--- src/rtl/l2_tlb_miss_ctrl_if.sv ---
// Bus bundle for the L2 TLB miss controller: L1 request, L2 array lookup,
// page-table-walker request/response, L2 refill write port, sfence, status.
// The slave modport is the controller's view; master is the environment's.
interface l2_tlb_miss_ctrl_if;
  logic        io_req_valid;
  logic        io_req_ready;
  logic [26:0] io_req_vpn;

  logic        l2_lookup_valid;
  logic [26:0] l2_lookup_vpn;
  logic        l2_lookup_hit;

  logic        L2_tlb_miss;

  logic        io_ptw_req_valid;
  logic        io_ptw_req_ready;
  logic [26:0] io_ptw_req_bits_addr;

  logic        io_ptw_resp_valid;
  logic        io_ptw_resp_bits_pte_v;
  logic        io_ptw_resp_bits_pte_u;
  logic        io_ptw_resp_bits_pte_w;
  logic        io_ptw_resp_bits_pte_x;
  logic        io_ptw_resp_bits_pte_r;
  logic        io_ptw_resp_bits_pte_d;
  logic [19:0] io_ptw_resp_bits_pte_ppn;

  logic        l2_refill_valid;
  logic [26:0] l2_refill_vpn;
  logic [19:0] l2_refill_ppn;
  logic        l2_refill_v;
  logic        l2_refill_u;
  logic        l2_refill_w;
  logic        l2_refill_x;
  logic        l2_refill_r;
  logic        l2_refill_d;

  logic        io_invalidate;
  logic        io_busy;

  modport slave (
    input  io_req_valid, io_req_vpn, l2_lookup_hit, io_ptw_req_ready,
           io_ptw_resp_valid, io_ptw_resp_bits_pte_v, io_ptw_resp_bits_pte_u,
           io_ptw_resp_bits_pte_w, io_ptw_resp_bits_pte_x, io_ptw_resp_bits_pte_r,
           io_ptw_resp_bits_pte_d, io_ptw_resp_bits_pte_ppn, io_invalidate,
    output io_req_ready, l2_lookup_valid, l2_lookup_vpn, L2_tlb_miss,
           io_ptw_req_valid, io_ptw_req_bits_addr, l2_refill_valid, l2_refill_vpn,
           l2_refill_ppn, l2_refill_v, l2_refill_u, l2_refill_w, l2_refill_x,
           l2_refill_r, l2_refill_d, io_busy
  );

  modport master (
    output io_req_valid, io_req_vpn, l2_lookup_hit, io_ptw_req_ready,
           io_ptw_resp_valid, io_ptw_resp_bits_pte_v, io_ptw_resp_bits_pte_u,
           io_ptw_resp_bits_pte_w, io_ptw_resp_bits_pte_x, io_ptw_resp_bits_pte_r,
           io_ptw_resp_bits_pte_d, io_ptw_resp_bits_pte_ppn, io_invalidate,
    input  io_req_ready, l2_lookup_valid, l2_lookup_vpn, L2_tlb_miss,
           io_ptw_req_valid, io_ptw_req_bits_addr, l2_refill_valid, l2_refill_vpn,
           l2_refill_ppn, l2_refill_v, l2_refill_u, l2_refill_w, l2_refill_x,
           l2_refill_r, l2_refill_d, io_busy
  );
endinterface

--- src/rtl/l2_tlb_miss_ctrl.sv ---
// L2 TLB miss controller: looks a request up in the L2 array, walks the page
// table on a miss and writes the walker's PTE back into the L2 array.
// Optional feature: define L2_TLB_PERF_CNT_EN to add saturating 32-bit
// hit/miss performance counters (perf_hit_cnt, perf_miss_cnt).
module l2_tlb_miss_ctrl (
  input  logic              clk,
  input  logic              reset,
`ifdef L2_TLB_PERF_CNT_EN
  output logic [31:0]       perf_hit_cnt,
  output logic [31:0]       perf_miss_cnt,
`endif
  l2_tlb_miss_ctrl_if.slave bus
);

  typedef enum logic [2:0] {IDLE, LOOKUP, PTW_REQ, PTW_WAIT, REFILL} state_t;

  state_t      state, state_nxt;
  logic [26:0] vpn_q;
  logic [19:0] ppn_q;
  logic        pte_v_q, pte_u_q, pte_w_q, pte_x_q, pte_r_q, pte_d_q;
  logic        kill_q;
  logic        miss_q;
  logic        req_fire;
  logic        lookup_hit_evt;
  logic        lookup_miss_evt;
  logic        resp_take;

  // Accepting a request while an sfence is asserted would lose it to the abort,
  // so ready is withheld for that cycle.
  assign bus.io_req_ready = (state == IDLE) && !bus.io_invalidate;
  assign req_fire         = bus.io_req_valid && bus.io_req_ready;
  assign lookup_hit_evt   = (state == LOOKUP) && !bus.io_invalidate && bus.l2_lookup_hit;
  assign lookup_miss_evt  = (state == LOOKUP) && !bus.io_invalidate && !bus.l2_lookup_hit;
  assign resp_take        = (state == PTW_WAIT) && bus.io_ptw_resp_valid;

  assign bus.l2_lookup_valid      = req_fire;
  assign bus.l2_lookup_vpn        = req_fire ? bus.io_req_vpn : '0;
  assign bus.L2_tlb_miss          = miss_q;
  assign bus.io_ptw_req_valid     = (state == PTW_REQ);
  assign bus.io_ptw_req_bits_addr = vpn_q;
  assign bus.io_busy              = (state != IDLE);
  assign bus.l2_refill_valid      = (state == REFILL) && pte_v_q && !kill_q;
  assign bus.l2_refill_vpn        = vpn_q;
  assign bus.l2_refill_ppn        = ppn_q;
  assign bus.l2_refill_v          = pte_v_q;
  assign bus.l2_refill_u          = pte_u_q;
  assign bus.l2_refill_w          = pte_w_q;
  assign bus.l2_refill_x          = pte_x_q;
  assign bus.l2_refill_r          = pte_r_q;
  assign bus.l2_refill_d          = pte_d_q;

  // State register.
  always_ff @(posedge clk or posedge reset) begin
    if (reset) state <= IDLE;
    else       state <= state_nxt;
  end

  // Next-state decode.
  always_comb begin
    state_nxt = state;
    case (state)
      IDLE:     if (req_fire) state_nxt = LOOKUP;
      LOOKUP:   state_nxt = lookup_miss_evt ? PTW_REQ : IDLE;
      PTW_REQ:  if (bus.io_ptw_req_ready) state_nxt = PTW_WAIT;
      PTW_WAIT: if (bus.io_ptw_resp_valid) state_nxt = REFILL;
      REFILL:   state_nxt = IDLE;
      default:  state_nxt = IDLE;
    endcase
  end

  // Transaction context: request VPN, captured PTE, miss and kill flags.
  always_ff @(posedge clk or posedge reset) begin
    if (reset) begin
      vpn_q   <= '0;
      ppn_q   <= '0;
      pte_v_q <= 1'b0;
      pte_u_q <= 1'b0;
      pte_w_q <= 1'b0;
      pte_x_q <= 1'b0;
      pte_r_q <= 1'b0;
      pte_d_q <= 1'b0;
      kill_q  <= 1'b0;
      miss_q  <= 1'b0;
    end else begin
      if (req_fire) vpn_q <= bus.io_req_vpn;
      if (resp_take) begin
        ppn_q   <= bus.io_ptw_resp_bits_pte_ppn;
        pte_v_q <= bus.io_ptw_resp_bits_pte_v;
        pte_u_q <= bus.io_ptw_resp_bits_pte_u;
        pte_w_q <= bus.io_ptw_resp_bits_pte_w;
        pte_x_q <= bus.io_ptw_resp_bits_pte_x;
        pte_r_q <= bus.io_ptw_resp_bits_pte_r;
        pte_d_q <= bus.io_ptw_resp_bits_pte_d;
      end
      // Miss stays high through REFILL so the arbiter forwards the walker data.
      if (state == LOOKUP)                     miss_q <= lookup_miss_evt;
      else if (state == REFILL || state == IDLE) miss_q <= 1'b0;
      // An sfence during the walk lets it finish but blocks the array write.
      if ((state == PTW_REQ || state == PTW_WAIT) && bus.io_invalidate) kill_q <= 1'b1;
      else if (state == REFILL || state == IDLE)                       kill_q <= 1'b0;
    end
  end

`ifdef L2_TLB_PERF_CNT_EN
  // Saturating lookup hit/miss counters.
  always_ff @(posedge clk or posedge reset) begin
    if (reset) begin
      perf_hit_cnt  <= '0;
      perf_miss_cnt <= '0;
    end else begin
      if (lookup_hit_evt && perf_hit_cnt != '1)   perf_hit_cnt  <= perf_hit_cnt + 32'd1;
      if (lookup_miss_evt && perf_miss_cnt != '1) perf_miss_cnt <= perf_miss_cnt + 32'd1;
    end
  end
`endif

endmodule
--- src/flat_wrapper.sv ---
// flat-port wrapper written by rule: the top's interface ports become plain ports
module l2_tlb_miss_ctrl_flat 
  (clk, reset, bus_io_req_valid, bus_io_req_vpn, bus_l2_lookup_hit, bus_io_ptw_req_ready, bus_io_ptw_resp_valid, bus_io_ptw_resp_bits_pte_v, bus_io_ptw_resp_bits_pte_u, bus_io_ptw_resp_bits_pte_w, bus_io_ptw_resp_bits_pte_x, bus_io_ptw_resp_bits_pte_r, bus_io_ptw_resp_bits_pte_d, bus_io_ptw_resp_bits_pte_ppn, bus_io_invalidate, bus_io_req_ready, bus_l2_lookup_valid, bus_l2_lookup_vpn, bus_L2_tlb_miss, bus_io_ptw_req_valid, bus_io_ptw_req_bits_addr, bus_l2_refill_valid, bus_l2_refill_vpn, bus_l2_refill_ppn, bus_l2_refill_v, bus_l2_refill_u, bus_l2_refill_w, bus_l2_refill_x, bus_l2_refill_r, bus_l2_refill_d, bus_io_busy);
  l2_tlb_miss_ctrl_if bus_i ();
  input  logic clk;
  input  logic reset;
  input wire logic [$bits(bus_i.io_req_valid)-1:0] bus_io_req_valid;
  input wire logic [$bits(bus_i.io_req_vpn)-1:0] bus_io_req_vpn;
  input wire logic [$bits(bus_i.l2_lookup_hit)-1:0] bus_l2_lookup_hit;
  input wire logic [$bits(bus_i.io_ptw_req_ready)-1:0] bus_io_ptw_req_ready;
  input wire logic [$bits(bus_i.io_ptw_resp_valid)-1:0] bus_io_ptw_resp_valid;
  input wire logic [$bits(bus_i.io_ptw_resp_bits_pte_v)-1:0] bus_io_ptw_resp_bits_pte_v;
  input wire logic [$bits(bus_i.io_ptw_resp_bits_pte_u)-1:0] bus_io_ptw_resp_bits_pte_u;
  input wire logic [$bits(bus_i.io_ptw_resp_bits_pte_w)-1:0] bus_io_ptw_resp_bits_pte_w;
  input wire logic [$bits(bus_i.io_ptw_resp_bits_pte_x)-1:0] bus_io_ptw_resp_bits_pte_x;
  input wire logic [$bits(bus_i.io_ptw_resp_bits_pte_r)-1:0] bus_io_ptw_resp_bits_pte_r;
  input wire logic [$bits(bus_i.io_ptw_resp_bits_pte_d)-1:0] bus_io_ptw_resp_bits_pte_d;
  input wire logic [$bits(bus_i.io_ptw_resp_bits_pte_ppn)-1:0] bus_io_ptw_resp_bits_pte_ppn;
  input wire logic [$bits(bus_i.io_invalidate)-1:0] bus_io_invalidate;
  output wire logic [$bits(bus_i.io_req_ready)-1:0] bus_io_req_ready;
  output wire logic [$bits(bus_i.l2_lookup_valid)-1:0] bus_l2_lookup_valid;
  output wire logic [$bits(bus_i.l2_lookup_vpn)-1:0] bus_l2_lookup_vpn;
  output wire logic [$bits(bus_i.L2_tlb_miss)-1:0] bus_L2_tlb_miss;
  output wire logic [$bits(bus_i.io_ptw_req_valid)-1:0] bus_io_ptw_req_valid;
  output wire logic [$bits(bus_i.io_ptw_req_bits_addr)-1:0] bus_io_ptw_req_bits_addr;
  output wire logic [$bits(bus_i.l2_refill_valid)-1:0] bus_l2_refill_valid;
  output wire logic [$bits(bus_i.l2_refill_vpn)-1:0] bus_l2_refill_vpn;
  output wire logic [$bits(bus_i.l2_refill_ppn)-1:0] bus_l2_refill_ppn;
  output wire logic [$bits(bus_i.l2_refill_v)-1:0] bus_l2_refill_v;
  output wire logic [$bits(bus_i.l2_refill_u)-1:0] bus_l2_refill_u;
  output wire logic [$bits(bus_i.l2_refill_w)-1:0] bus_l2_refill_w;
  output wire logic [$bits(bus_i.l2_refill_x)-1:0] bus_l2_refill_x;
  output wire logic [$bits(bus_i.l2_refill_r)-1:0] bus_l2_refill_r;
  output wire logic [$bits(bus_i.l2_refill_d)-1:0] bus_l2_refill_d;
  output wire logic [$bits(bus_i.io_busy)-1:0] bus_io_busy;
  assign bus_i.io_req_valid = bus_io_req_valid;
  assign bus_i.io_req_vpn = bus_io_req_vpn;
  assign bus_i.l2_lookup_hit = bus_l2_lookup_hit;
  assign bus_i.io_ptw_req_ready = bus_io_ptw_req_ready;
  assign bus_i.io_ptw_resp_valid = bus_io_ptw_resp_valid;
  assign bus_i.io_ptw_resp_bits_pte_v = bus_io_ptw_resp_bits_pte_v;
  assign bus_i.io_ptw_resp_bits_pte_u = bus_io_ptw_resp_bits_pte_u;
  assign bus_i.io_ptw_resp_bits_pte_w = bus_io_ptw_resp_bits_pte_w;
  assign bus_i.io_ptw_resp_bits_pte_x = bus_io_ptw_resp_bits_pte_x;
  assign bus_i.io_ptw_resp_bits_pte_r = bus_io_ptw_resp_bits_pte_r;
  assign bus_i.io_ptw_resp_bits_pte_d = bus_io_ptw_resp_bits_pte_d;
  assign bus_i.io_ptw_resp_bits_pte_ppn = bus_io_ptw_resp_bits_pte_ppn;
  assign bus_i.io_invalidate = bus_io_invalidate;
  assign bus_io_req_ready = bus_i.io_req_ready;
  assign bus_l2_lookup_valid = bus_i.l2_lookup_valid;
  assign bus_l2_lookup_vpn = bus_i.l2_lookup_vpn;
  assign bus_L2_tlb_miss = bus_i.L2_tlb_miss;
  assign bus_io_ptw_req_valid = bus_i.io_ptw_req_valid;
  assign bus_io_ptw_req_bits_addr = bus_i.io_ptw_req_bits_addr;
  assign bus_l2_refill_valid = bus_i.l2_refill_valid;
  assign bus_l2_refill_vpn = bus_i.l2_refill_vpn;
  assign bus_l2_refill_ppn = bus_i.l2_refill_ppn;
  assign bus_l2_refill_v = bus_i.l2_refill_v;
  assign bus_l2_refill_u = bus_i.l2_refill_u;
  assign bus_l2_refill_w = bus_i.l2_refill_w;
  assign bus_l2_refill_x = bus_i.l2_refill_x;
  assign bus_l2_refill_r = bus_i.l2_refill_r;
  assign bus_l2_refill_d = bus_i.l2_refill_d;
  assign bus_io_busy = bus_i.io_busy;
  l2_tlb_miss_ctrl u_core (.clk(clk), .reset(reset), .bus(bus_i));
endmodule
--- config.mk ---
export PLATFORM = sky130hd
export DESIGN_NAME = l2_tlb_miss_ctrl_flat
export DESIGN_NICKNAME = d
export VERILOG_FILES = /design/src/rtl/l2_tlb_miss_ctrl_if.sv /design/src/rtl/l2_tlb_miss_ctrl.sv /design/src/flat_wrapper.sv
export SDC_FILE = /design/constraint.sdc
export NUM_CORES = 1
export LEC_CHECK = 0
export BUFFER_PORTS_ARGS = -buffer_cell sky130_fd_sc_hd__buf_2
export CORE_AREA = 4 4 85 87
export DETAILED_ROUTE_END_ITERATION = 10
export DIE_AREA = 0 0 89 91
export PLACE_DENSITY = 0.78
export SYNTH_ARGS = -nofsm -noshare
export SYNTH_HDL_FRONTEND = slang
export SYNTH_SLANG_ARGS = --single-unit
--- constraint.sdc ---
create_clock -name clk -period 2 [get_ports clk]
set_input_delay 0.2 -clock clk [delete_from_list [all_inputs] [get_ports clk]]
set_output_delay 0.2 -clock clk [all_outputs]
set_load 0.1 [all_outputs]
### Word level (Yosys, flattened, before mapping)

Index checks and enable logic that the tools add are counted.

| word-level totals | value |
|---|---|
| bits of input ports | 60 |
| register bits after elaboration | 58 |
| word-level logic and storage cells | 45 |
| output and inout port bits | 113 |

| cells by class | value |
|---|---|
| eq/ne operators | 7 |
| mux-type cells | 9 |
| reductions and logical operators | 18 |

Operators by type and width:

| kind | number |
|---|---|
| 27-bit 2-to-1 mux | 1 |
| 3-bit one-hot mux with 4 select lines | 1 |
| 3-bit 2-to-1 mux | 3 |
| 1-bit logical AND | 8 |
| 3-bit by 2-bit == test with 1-bit output (second input constant) | 2 |
| 2-bit != test (second input constant) | 2 |
| 2-bit nonzero test | 2 |
| 3-bit by 1-bit == test with 1-bit output (second input constant) | 1 |
| 3-bit == test (second input constant) | 1 |
| 1-bit zero test | 3 |
| 3-bit zero test | 1 |
| 1-bit 2-to-1 mux | 3 |
| 3-bit AND reduction | 1 |
| 3-bit nonzero test | 1 |
| 1-bit logical OR | 2 |
| 2-bit 2-to-1 mux | 1 |
| 2-bit by 1-bit != test with 1-bit output (second input constant) | 1 |

### Depth between registers and ports, before layout

| logic depth | value |
|---|---|
| word-level depth | 5 |
| gate-level depth with buffers | 5 |
| depth with buffers taken out | 3 |

### Least setup slack after synthesis

Ideal clock, no wire load.

| path | value |
|---|---|
| path kind | register -> output |
| start | register u_core.pte_v_q, in the netlist u_core.bus.l2_refill_v |
| end | output bus_l2_refill_valid |
| required time | 1.800 ns |
| path buffers | 0 |
| data arrival time | 3.865 ns |
| cell stages (with the launch flop) | 3 |
| path slack | -2.065 ns |
| cells stage by stage | dfrtp_1 nand2_1 nor4_1 |

| on the way | value |
|---|---|
| longest elaborated chain between the ends | 2 |

RTL lines:

| item | line | source |
|---|---|---|
| start, declared | l2_tlb_miss_ctrl.sv:20 | `logic pte_v_q, pte_u_q, pte_w_q, pte_x_q, pte_r_q, pte_d_q;` |
| start signal, assigned | l2_tlb_miss_ctrl.sv:88 | `pte_v_q <= bus.io_ptw_resp_bits_pte_v;` |
| 1-bit logical AND (2 in series) | l2_tlb_miss_ctrl.sv:42 | `assign bus.l2_refill_valid = (state == REFILL) && pte_v_q && !kill_q;` |
| end, declared | flat_wrapper.sv:26 | `output wire logic [$bits(bus_i.l2_refill_valid)-1:0] bus_l2_refill_valid;` |

Every way passes these cells.

### Worst setup path after layout

| path | value |
|---|---|
| start | register u_core.state[1] |
| end | output bus_l2_lookup_vpn[7] |

| on the way | value |
|---|---|
| longest elaborated chain between the ends | 4 |

RTL lines:

| item | line | source |
|---|---|---|
| start, declared | l2_tlb_miss_ctrl.sv:17 | `state_t state, state_nxt;` |
| start signal, assigned | l2_tlb_miss_ctrl.sv:55 | `else state <= state_nxt;` |
| 3-bit zero test | l2_tlb_miss_ctrl.sv:30 | `assign bus.io_req_ready = (state == IDLE) && !bus.io_invalidate;` |
| 1-bit logical AND | l2_tlb_miss_ctrl.sv:30 |  |
| 1-bit logical AND | l2_tlb_miss_ctrl.sv:31 | `assign req_fire = bus.io_req_valid && bus.io_req_ready;` |
| 27-bit 2-to-1 mux | l2_tlb_miss_ctrl.sv:37 | `assign bus.l2_lookup_vpn = req_fire ? bus.io_req_vpn : '0;` |
| end, declared | flat_wrapper.sv:22 | `output wire logic [$bits(bus_i.l2_lookup_vpn)-1:0] bus_l2_lookup_vpn;` |

Every way passes these cells.

==> metrics <==
status=finished, final reports clean; mux cell area share after synthesis=22.6%; combinational family with the most area after synthesis=multiplexers; #FFs+latches synth=58; Layout Area Growth over Synthesis=63.1%; GPL Wtd Cong=0.737; n_diodes=0; fin crit period=1.96 ns; Num CTS Buffers=9; WL per Instance=16.4 µm; Final Slew Violations=0; CTS sink count=58; Setup Crit Path Kind=flop to output pin; Max Freq=511 MHz; CTS tree=yes; fin worst setup slack=0.0413 ns; crit path capture type=output pin; CTS root buf=clkbuf_8; DIE HEIGHT=91 µm; max cap viols=0; via-per-instance ratio=4.90; Startpoint Class=flop; Slew @ Worst Pin=0.613 ns; post-synthesis average cell area=13.1 µm²; CTS Buffer Depth=2; Min-Delay Path Class=input port to flop; DRC viols=0; simple-gate share of the synthesized area=10.3%; WL final=7250 µm; worst-skew pair later-pin latency=0.32 ns; initial antenna violation count=0; CP max FO=7; # IOs=173; Routed Antenna Nets=0; Fin Clk Skew=0.00557 ns; Net Count, Synth=261; mapped cell area=0.00264 mm²; CTS H-Tree Depth=3; share of cells above drive strength 1=78.7%; pre-CTS setup slack=0.223 ns; Initial Util=41.5%; synth unique cells=24; Synth Area in Compound Gates=1.52%; PortBufs=172; fillcell total=466; Worst slew margin=59.1%; post-synthesis sequential area ratio=55.1%; worst path required time=1.80 ns; Gate Count Post-Synth=201; Reg clk slew, reported paths=0.06 ns; yosys warns=0; drt first pass iters=4; Final setup violation count=0; post-synthesis xor/xnor area fraction=0%; Post-DP HPWL=5370 µm; layout net count=421; largest net degree at the start of global routing=32; GRT Total Usage=17.5%; CP Data Arrival Time=1.76 ns; vias in the first global route=2,207; Final Hold Violating Endpoints=0; Synth Area in Adders=0%; crit share post-route=97.9%; core area=0.00635 mm²; die area=0.00810 mm²; die width=89 µm; DRT iter0 DRCs=39; routed vias=2,172; GR Overflow Total=0; # rows=29; first-pass GRT wire length=10,900 µm; unrepaired setup endpoints after global routing=true
[routing by layer]
metal	up-vias	share of wire [%]	GRT usage, %
li1	1001	-	-
met1	1044	35	19.5
met2	116	53	30.9
met3	11	11	5.07
met4	0	1.3	6.95
met5	-	0	0
[critical path, stage by stage (launching register included)]
cell and delay [ns]:
dfrtp_1 0.38, buf_6 0.13, nor4_4 0.22, buf_6 0.18
clkbuf_16 0.16, and3_4 0.20, buf_12 0.17
[through the flow]
stage / instances / cell area [µm²] / util [%] / setup TNS, ns / hold WS [ns]
6_report: 443 / 4300 / 67.7 / 0 / 0.105
3_5_place_dp: 419 / 3950 / 62.3 / 0 / 0.307
3_3_place_gp: 419 / 3950 / 62.3 / 0 / 0.302
5_1_grt: 443 / 4300 / 67.7 / -0.548 / 0.0788
2_1_floorplan: 201 / 2730 / - / -0.208 / 0.351
4_1_cts: 436 / 4150 / 65.3 / -0.0363 / 0.0861
[layout make-up]
cell class                 count  area [µm²]  area share [%]
tap                           77        96.3            2.24
clock buffer                  13         159            3.70
inverter                       3        11.3           0.262
multi-input combinational    102        1050            24.5
timing repair buffer         187        1510            35.1
sequential                    58        1450            33.8
clock inverter                 3        15.0           0.349
[cell families after synthesis]
kind of cell    after synthesis
mux                          53
compound gates                6
flops                        58
simple gates                 43
buf+inv                      41
[registers in the layout (all words and copies together) (netlist names)]
name	cells
u_core.state	3
u_core.bus.l2_refill_x	1
u_core.bus.l2_refill_d	1
u_core.bus.l2_refill_w	1
u_core.kill_q	1
u_core.bus.L2_tlb_miss	1
u_core.bus.l2_refill_ppn	20
u_core.bus.io_ptw_req_bits_addr	27
u_core.bus.l2_refill_u	1
u_core.bus.l2_refill_v	1
u_core.bus.l2_refill_r	1
[what timing repair did]
item	CTS	global route
gates cloned	0	3
hold buffers	1	0
setup endpoints to repair	27	27
buffers inserted	0	4
pin swaps	0	7
endpoints found under the hold margin	27	0
resized for setup	3	13
[layout by cell type, fill, tap and decap left out, types with 2 or more instances in the layout]
cell,n
buf_12,33
buf_4,5
mux2_2,53
clkbuf_1,2
and3_4,22
dfrtp_1,56
clkinv_2,3
buf_6,3
dfrtp_2,2
nor4_4,2
clkbuf_16,2
nor2_1,2
nand2_1,4
clkbuf_8,11
a21oi_1,3
and3_2,5
inv_1,2
buf_2,143
[cell usage after synthesis]
library cell | number | area share (%)
nor4_1 | 1 | 0.24
or3_1 | 1 | 0.24
buf_6 | 2 | 0.85
nor2_1 | 2 | 0.29
nor3b_1 | 1 | 0.29
nand3_1 | 1 | 0.19
nor4_2 | 1 | 0.47
buf_2 | 4 | 0.76
mux2_2 | 53 | 23
nand4_1 | 1 | 0.24
nand2b_1 | 1 | 0.24
and3_1 | 27 | 6.4
or3b_1 | 1 | 0.33
nor3_4 | 1 | 0.62
a21oi_1 | 3 | 0.57
a221oi_1 | 1 | 0.33
a31o_2 | 1 | 0.33
clkbuf_1 | 5 | 0.71
nor3_1 | 1 | 0.19
a22oi_1 | 1 | 0.29
dfrtp_1 | 58 | 55
nand2_1 | 4 | 0.57
inv_1 | 3 | 0.43
buf_4 | 27 | 7.7
[path summary, 6_finish.rpt]
check / start / endpoint / slack (ns) / depth (start not counted)
setup / recovery: u_core.state[1] / bus_l2_lookup_vpn[7] / 0.04 / 6
hold / removal: bus_io_ptw_resp_bits_pte_ppn[18] / u_core.bus.l2_refill_ppn[18] / 0.10 / 2
setup reg to reg: u_core.state[1] / u_core.bus.io_ptw_req_bits_addr[0] / 0.30 / 4
hold reg to reg: u_core.bus.l2_refill_ppn[8] / u_core.bus.l2_refill_ppn[8] / 0.50 / 1
max in group asynchronous: reset / u_core.bus.l2_refill_v / 0.91 / 4
min in group asynchronous: reset / u_core.bus.io_ptw_req_bits_addr[6] / 0.50 / 3
Power is not shown: default switching activity piles up to over one toggle a cycle in this logic, so the estimate is an artifact.
